File: src/rtl/sign_extension_pipe.sv
// Decode-stage immediate generator: I/S/B/U/J build, sign-extend to XLEN,
// then STAGES valid/ready register slices with flush and illegal counting.
module sign_extension_pipe #(
    parameter int XLEN       = 32,
    parameter int INST_WIDTH = 32,
    parameter int OPCODE     = 7,
    parameter int STAGES     = 1,
    parameter int CNT_WIDTH  = 16
) (
    input  logic                  clk_i,
    input  logic                  rst_ni,
    input  logic                  flush_i,
    input  logic                  valid_i,
    output logic                  ready_o,
    input  logic [INST_WIDTH-1:0] inst_i,
    input  logic [OPCODE-1:0]     opcode_i,
    output logic                  valid_o,
    input  logic                  ready_i,
    output logic [XLEN-1:0]       immediate_extended_o,
    output logic                  illegal_o,
    output logic [CNT_WIDTH-1:0]  illegal_cnt_o
);

    localparam logic [OPCODE-1:0] OP_LOAD   = OPCODE'(7'b0000011);
    localparam logic [OPCODE-1:0] OP_ALUI   = OPCODE'(7'b0010011);
    localparam logic [OPCODE-1:0] OP_AUIPC  = OPCODE'(7'b0010111);
    localparam logic [OPCODE-1:0] OP_STORE  = OPCODE'(7'b0100011);
    localparam logic [OPCODE-1:0] OP_LUI    = OPCODE'(7'b0110111);
    localparam logic [OPCODE-1:0] OP_BRANCH = OPCODE'(7'b1100011);
    localparam logic [OPCODE-1:0] OP_JALR   = OPCODE'(7'b1100111);
    localparam logic [OPCODE-1:0] OP_JAL    = OPCODE'(7'b1101111);

    logic               is_i, is_s, is_b, is_u, is_j;
    logic signed [31:0] raw;
    logic [XLEN-1:0]    imm_d;
    logic               ill_d;
    logic               s;
    logic               unused;

    assign s      = inst_i[31];
    assign unused = ^inst_i[6:0];

    assign is_i = (opcode_i == OP_ALUI) | (opcode_i == OP_LOAD)
                | (opcode_i == OP_JALR);
    assign is_s = (opcode_i == OP_STORE);
    assign is_b = (opcode_i == OP_BRANCH);
    assign is_u = (opcode_i == OP_LUI) | (opcode_i == OP_AUIPC);
    assign is_j = (opcode_i == OP_JAL);

    always_comb begin
        raw   = '0;
        ill_d = 1'b0;
        unique case (1'b1)
            is_i: raw = {{20{s}}, inst_i[31:20]};
            is_s: raw = {{20{s}}, inst_i[31:25], inst_i[11:7]};
            is_b: raw = {{19{s}}, s, inst_i[7], inst_i[30:25],
                         inst_i[11:8], 1'b0};
            is_j: raw = {{11{s}}, s, inst_i[19:12], inst_i[20],
                         inst_i[30:21], 1'b0};
            is_u: raw = {inst_i[31:12], 12'b0};
            default: ill_d = 1'b1;
        endcase
    end

    // signed cast widens with sign replication (covers LUI/AUIPC at XLEN=64)
    assign imm_d = XLEN'(raw);

    logic [STAGES-1:0] vld;
    logic [STAGES-1:0] ill_q;
    logic [XLEN-1:0]   imm_q [STAGES];
    logic [STAGES-1:0] rdy;
    logic [STAGES:0]   vin;
    logic [STAGES:0]   ill_c;
    logic [XLEN-1:0]   imm_c [STAGES+1];
    logic              accept;
    logic [CNT_WIDTH-1:0] cnt;

    // stage k is ready unless it and every slice after it are full and stalled
    function automatic logic stage_ready(input logic [STAGES-1:0] v,
                                         input logic r, input int k);
        logic t;
        t = r;
        for (int j = STAGES - 1; j >= k; j--) t = ~v[j] | t;
        return t;
    endfunction

    always_comb begin
        for (int k = 0; k < STAGES; k++) rdy[k] = stage_ready(vld, ready_i, k);
    end

    assign vin   = {vld, valid_i};
    assign ill_c = {ill_q, ill_d};

    always_comb begin
        imm_c[0] = imm_d;
        for (int k = 0; k < STAGES; k++) imm_c[k+1] = imm_q[k];
    end

    assign accept = valid_i & rdy[0] & ~flush_i;

    always_ff @(posedge clk_i or negedge rst_ni) begin
        if (!rst_ni) begin
            vld   <= '0;
            ill_q <= '0;
            cnt   <= '0;
            for (int k = 0; k < STAGES; k++) imm_q[k] <= '0;
        end else begin
            if (flush_i) vld <= '0;
            else begin
                for (int k = 0; k < STAGES; k++)
                    if (rdy[k]) vld[k] <= vin[k];
            end
            for (int k = 0; k < STAGES; k++) begin
                if (vin[k] & rdy[k] & ~flush_i) begin
                    imm_q[k] <= imm_c[k];
                    ill_q[k] <= ill_c[k];
                end
            end
            if (accept & ill_d & ~&cnt) cnt <= cnt + CNT_WIDTH'(1);
        end
    end

    assign ready_o              = rdy[0];
    assign valid_o              = vld[STAGES-1];
    assign immediate_extended_o = imm_q[STAGES-1];
    assign illegal_o            = ill_q[STAGES-1];
    assign illegal_cnt_o        = cnt;

endmodule

File: config.mk
export PLATFORM = sky130hd
export DESIGN_NAME = sign_extension_pipe
export DESIGN_NICKNAME = d
export VERILOG_FILES = /design/src/rtl/sign_extension_pipe.sv
export SDC_FILE = /design/constraint.sdc
export NUM_CORES = 1
export LEC_CHECK = 0
export BUFFER_PORTS_ARGS = -buffer_cell sky130_fd_sc_hd__buf_2
export CAP_MARGIN = 0
export CORE_MARGIN = 3
export CORE_UTILIZATION = 45
export DETAILED_ROUTE_END_ITERATION = 7
export HOLD_SLACK_MARGIN = 0.03
export PLACE_DENSITY = 0.81
export SLEW_MARGIN = 20
export SYNTH_ARGS = -nofsm -noshare
export SYNTH_HDL_FRONTEND = slang
export SYNTH_SLANG_ARGS = --single-unit
export TNS_END_PERCENT = 10
File: constraint.sdc
create_clock -name clk_i -period 2 [get_ports clk_i]
set_input_delay 0.3 -clock clk_i [delete_from_list [all_inputs] [get_ports clk_i]]
set_output_delay 0.3 -clock clk_i [all_outputs]
set_load 0.01 [all_outputs]
==> impl_metrics.toml, run 1 <==
[run_status]
status = "completed"

[synthesis]
seq_area_frac_synth_pct = 53.3
ys_top_cells_by_area = "dfrtp_1 53%, nand2_1 5.0%, a21oi_1 4.7%"
yosysTopAreaCell = "dfrtp_1"
synthCells = 223
synth_nets = 268
ys_ff_latch = 50
ys_top_cells_by_count = "50 x dfrtp_1, 31 x nand2_1, 22 x a21oi_1"
syn_avg_cell_area_um2 = 10.5
yosysMostFrequentCell = "dfrtp_1"
synth-edff-count = 0
synthArstFlopShare_pct = 100
synth_flop_cell = "dfrtp_1"
ys_types = 41
synth_top_area_share_pct = 53.3
synth-warning-count = 0
syn_area_um2 = 2350

[power_and_ir_drop]
p_switching_w = 0.000569
vdd_ir_drop_max_v = 0.000305
seq_power_share_pct = 52.5
p_clk_share_pct = 32.1
intPower_w = 0.00160
p_leak_nw = 1.52
power_density_nw_per_um2 = 722
total_power_w = 0.00217
combPwrFrac_pct = 15.4
power_switching_share_pct = 26.2

[setup_path]
worstPathArrival_ns = 2.08
path_class = "flop to flop"
required_ns = 2.19
rr_worst_depth = 6
r2r-end = "illegal_cnt_o[14]"
startpoint_type = "flop"
reg2reg_from = "illegal_cnt_o[0]"
crit_fanout = 5
end_kind = "flop"
regToRegSetupSlack_ns = 0.10

[timing]
rsz0062_at_grt = "false"
fmax_mhz = 527
slew_headroom_pct = 61.7
finalSetupViolCount = 0
worst_pin_slew_ns = 0.573
hold_viol_final = 0
fin_worst_skew_ns = 0.00568
period_share_pct = 94.8
layout_min_cycle_time_ns = 1.90
slew_violations = 0

[final_layout]
fillers = 434
layout.area.seq_um2 = 1250
multi_input_area_um2 = 1030
diodes = 0
drive_gt1_share_pct = 35.4
final_nets = 360
fin_cells = 383
area_growth_pct = 28.0

[grt]
grt_max_degree = 36
grt_pass1_vias = 1866
antenna_found_initial = 0
track_usage_pct = 18.0
grt-ovfl-total = 0
grt_pass1_wl_mm = 8.85

[route]
drt-total-wl_mm = 5.43
ant_nets = 0
routedWlPerCell_um = 14.2
drc = 0
vias = 2029
drtIter0Drc = 83
vias_per_cell = 5.30
first_pass_iters = 4

[placed_design]
gp_congestion = 0.869
dp_hpwl_mm = 4.07
port_buffers = 87
dp_cells = 374

[hold_path]
hold_class = "input pin to flop"
hold_end = "valid_o"
worstHoldStart = "flush_i"
min_path_cells = 2

[clock_network]
cts_buffers = 5
cts.path.max_buffers = 2
clockRootBuffer = "clkbuf_8"
clk_latency_ns = 0.30
htree_levels = 2
numClockSinks = 50
path_clk_slew_ns = 0.09
tritoncts = "done"

[die]
io_pins = 95
num_rows = 25
die_h_um = 78.2
die_x_um = 78.2
core-area_um2 = 4880
initial_core_util_pct = 48.1
die-area_um2 = 6120

[flow_run]
cap_violations = 0
how the worst max path moves through the flow:
stage                          start                       end  slack (ns)
global route        illegal_cnt_o[0]         illegal_cnt_o[14]       0.006
detailed placement       opcode_i[3]  immediate_extended_o[22]       -0.07
CTS                          valid_o  immediate_extended_o[22]        0.08
finish              illegal_cnt_o[0]         illegal_cnt_o[14]        0.10
global placement         opcode_i[2]          illegal_cnt_o[1]       0.007
floorplan           illegal_cnt_o[0]          illegal_cnt_o[1]        0.16
cells by family after synthesis:
| kind of cell | Yosys count | synth area share, % |
|---|---|---|
| adder cells (fa/ha/maj) | 1 | 0.533 |
| buffers and inverters | 14 | 3.04 |
| XOR/XNOR | 12 | 4.48 |
| AO/OA/AOI/OAI | 68 | 18.3 |
| flip-flops | 50 | 53.3 |
| multiplexers | 4 | 2.19 |
| AND/OR/NAND/NOR | 74 | 18.1 |
cell type report:
| type | instances | share of cell area (%) |
|---|---|---|
| Multi-Input combinational cell | 159 | 34.4 |
| Timing Repair Buffer | 95 | 17.0 |
| Clock buffer | 6 | 2.42 |
| Inverter | 4 | 0.500 |
| Clock inverter | 2 | 1.25 |
| Tap cell | 67 | 2.79 |
| Sequential cell | 50 | 41.7 |
worst max-delay path: stages, from the launching register on:
cell and delay (ns):
dfrtp_1 0.44, ha_1 0.22, and3_1 0.22, and4_2 0.28
and2_1 0.19, nand4_1 0.11, mux2_2 0.34
repair_timing:
item	in CTS	in global routing
buffers inserted	0	0
resized for setup	0	2
hold buffers	1	0
hold endpoints to repair	21	0
endpoints found under the setup margin	0	6
state kept, by name, indices dropped and copies added, names as in the netlist:
register / cells
illegal_cnt_o: 16
illegal_o: 1
immediate_extended_o: 32
valid_o: 1
power by group through the flow:
stage | clock network, W | logic, W | registers (W)
2_1_floorplan | 0 | 0.000146 | 0.00117
3_3_place_gp | 0 | 0.000324 | 0.00115
3_5_place_dp | 0 | 0.000336 | 0.00116
4_1_cts | 0.000718 | 0.000340 | 0.00114
5_1_grt | 0.000760 | 0.000369 | 0.00115
6_report | 0.000697 | 0.000334 | 0.00114
metal layers:
| layer | part of all wire, % | GRT usage, % | up-vias |
|---|---|---|---|
| met3 | 6.2 | 4.13 | 10 |
| met1 | 46 | 23.9 | 954 |
| met2 | 46 | 29.4 | 69 |
| met5 | 0 | 0 | - |
| li1 | - | - | 996 |
| met4 | 1.4 | 5.42 | 0 |
stage by stage:
step	cell area, µm²	hold slack [ns]	util (%)	TNS (ns)	setup WS (ns)
6_report	3000	0.151	61.5	0	0.104
5_1_grt	3000	0.143	61.5	0	0.00628
4_1_cts	2990	0.143	61.4	0	0.0755
3_5_place_dp	2870	0.304	58.9	-0.319	-0.0683
3_3_place_gp	2870	0.303	58.9	0	0.00667
2_1_floorplan	2350	0.00441	-	0	0.157
cell usage in the layout, fill, tap and decap left out, types with 4 or more instances in the layout:
| cell type | n |
|---|---|
| o21ai_0 | 21 |
| inv_1 | 4 |
| and3_1 | 7 |
| nand2_1 | 31 |
| nand4_1 | 8 |
| o21ai_1 | 6 |
| dfrtp_1 | 50 |
| nand3_1 | 6 |
| clkbuf_8 | 5 |
| buf_2 | 87 |
| a21oi_1 | 22 |
| a22oi_1 | 4 |
| xnor2_1 | 12 |
| a22o_1 | 6 |
| and2_1 | 4 |
| buf_4 | 6 |
Power figures use the tool's default switching activity.
==> run 2, diff against run 1 <==
--- a/config.mk
+++ b/config.mk
@@ -8,4 +8,5 @@
 export BUFFER_PORTS_ARGS = -buffer_cell sky130_fd_sc_hd__buf_2
 export CAP_MARGIN = 0
+export CORE_ASPECT_RATIO = 0.7
 export CORE_MARGIN = 3
 export CORE_UTILIZATION = 45
==> constraint.sdc (replaced) <==
create_clock -name clk_i -period 2 [get_ports clk_i]
set_input_delay 0.3 -clock clk_i [delete_from_list [all_inputs] [get_ports clk_i]]
set_output_delay 0.3 -clock clk_i [all_outputs]
set_load 0.005 [all_outputs]
==> run 2 against run 1 <==
Non-clock buffer count increased by 7. Core utilization is 0.44 points higher. Total power is 4.9% lower. Highest routed layer unchanged. Combinational power decreased by 4%. Routed wire length up 11%. Die area is 0.22% higher. Worst hold slack improved by 0.0010 ns. Sequential power hardly changed. Sequential share of layout area down 0.58 points.
==> impl_metrics.toml, run 2 (synthesis results as in run 1) <==
[run_status]
status = "completed"

[die]
initial_core_util_pct = 47.7
die_h_um = 66.4
num_rows = 21
die-area_um2 = 6130
core-area_um2 = 4910
io_pins = 95
die_x_um = 92.3

[power_and_ir_drop]
combPwrFrac_pct = 15.6
p_switching_w = 0.000576
total_power_w = 0.00206
vdd_ir_drop_max_v = 0.000496
power_density_nw_per_um2 = 677
power_switching_share_pct = 27.9
p_clk_share_pct = 29.3
seq_power_share_pct = 55.1
p_leak_nw = 1.54
intPower_w = 0.00149

[clock_network]
cts.path.max_buffers = 2
clk_latency_ns = 0.30
htree_levels = 2
path_clk_slew_ns = 0.10
clockRootBuffer = "clkbuf_8"
cts_buffers = 5
tritoncts = "done"
numClockSinks = 50

[hold_path]
worstHoldStart = "flush_i"
min_path_cells = 2
hold_class = "input pin to flop"

[setup_path]
crit_fanout = 5
worstPathArrival_ns = 2.09
required_ns = 2.20
end_kind = "flop"
startpoint_type = "flop"
reg2reg_from = "illegal_cnt_o[0]"
crit_path_start = "illegal_cnt_o[0]"
rr_worst_depth = 6
path_class = "flop to flop"

[final_layout]
area_growth_pct = 29.8
final_common_cell = "buf_2"
fin_cells = 392
final_nets = 367
diodes = 0
drive_gt1_share_pct = 37.5
layout_common_cells = "87 x buf_2, 50 x dfrtp_1, 31 x nand2_1"
largest_reg_flops = 32

[route]
routedWlPerCell_um = 15.4
ant_nets = 0
drc = 0
vias_per_cell = 5.37
drt-total-wl_mm = 6.02
drtIter0Drc = 100
vias = 2105
first_pass_iters = 4

[timing]
slew_violations = 0
worst_pin_slew_ns = 0.579
finalSetupViolCount = 0
fmax_mhz = 529
finalSetupTns_ns = 0
period_share_pct = 94.5
fin_worst_skew_ns = 0.0140
rsz0062_at_grt = "false"
slew_headroom_pct = 61.3
hold_viol_final = 0
layout_min_cycle_time_ns = 1.89

[placed_design]
dp_hpwl_mm = 4.45
port_buffers = 87
gp_congestion = 0.848
dp_cells = 378

[grt]
antenna_found_initial = 0
grt_pass1_wl_mm = 9.86
grt-ovfl-total = 0
grt_pass1_vias = 2115
grt_max_degree = 36
track_usage_pct = 20.3

[flow_run]
cap_violations = 0
-- run 2: worst max-delay path: stages, from the launching register on --
cell     delay (ns)
dfrtp_1        0.43
ha_1           0.23
and3_1         0.22
and4_2         0.29
and2_1         0.19
nand4_1        0.10
mux2_2         0.33
-- run 2: path summary, 6_finish.rpt --
kind / to / slack [ns]
min in group asynchronous: immediate_extended_o[5] / 0.52
hold reg to reg: illegal_o / 0.48
setup reg to reg: illegal_cnt_o[14] / 0.11
hold / removal: valid_o / 0.15
max in group asynchronous: illegal_cnt_o[1] / 0.84
setup / recovery: illegal_cnt_o[14] / 0.11
-- run 2: routing by layer --
layer | part of all wire (%) | GRT usage [%]
met5 | 0 | 0
met4 | 1.1 | 5.00
met3 | 6.9 | 5.01
met2 | 45 | 34.1
met1 | 47 | 26.6
-- run 2: final cells by class --
type | instances | area [µm²]
tap | 69 | 86.3
multi-input combinational | 159 | 1040
sequential | 50 | 1250
clock inverter | 3 | 23.8
fill | 433 | 1870
inverter | 4 | 15.0
timing repair buffer | 102 | 563
clock buffer | 5 | 68.8
-- run 2: repair_timing --
item | CTS | global route
hold endpoints to repair | 24 | 0
setup buffers | 0 | 5
hold buffers | 1 | 0
gates resized for setup | 0 | 3
setup endpoints to repair | 0 | 24
-- run 2: through the flow --
step / cell area, µm² / hold WS (ns) / util [%] / setup slack (ns)
2_1_floorplan: 2350 / 0.00441 / - / 0.191
3_3_place_gp: 2880 / 0.322 / 58.6 / -0.000155
3_5_place_dp: 2880 / 0.327 / 58.6 / -0.0943
4_1_cts: 2980 / 0.148 / 60.7 / 0.0597
5_1_grt: 3050 / 0.153 / 62.0 / 0.00911
6_report: 3050 / 0.152 / 62.0 / 0.111
-- run 2: power groups by stage --
stage	Sequential, W	Clock [W]	Combinational (W)
6_report	0.00114	0.000604	0.000321
5_1_grt	0.00115	0.000661	0.000356
4_1_cts	0.00114	0.000618	0.000313
3_5_place_dp	0.00115	0	0.000312
3_3_place_gp	0.00115	0	0.000298
2_1_floorplan	0.00115	0	0.000146
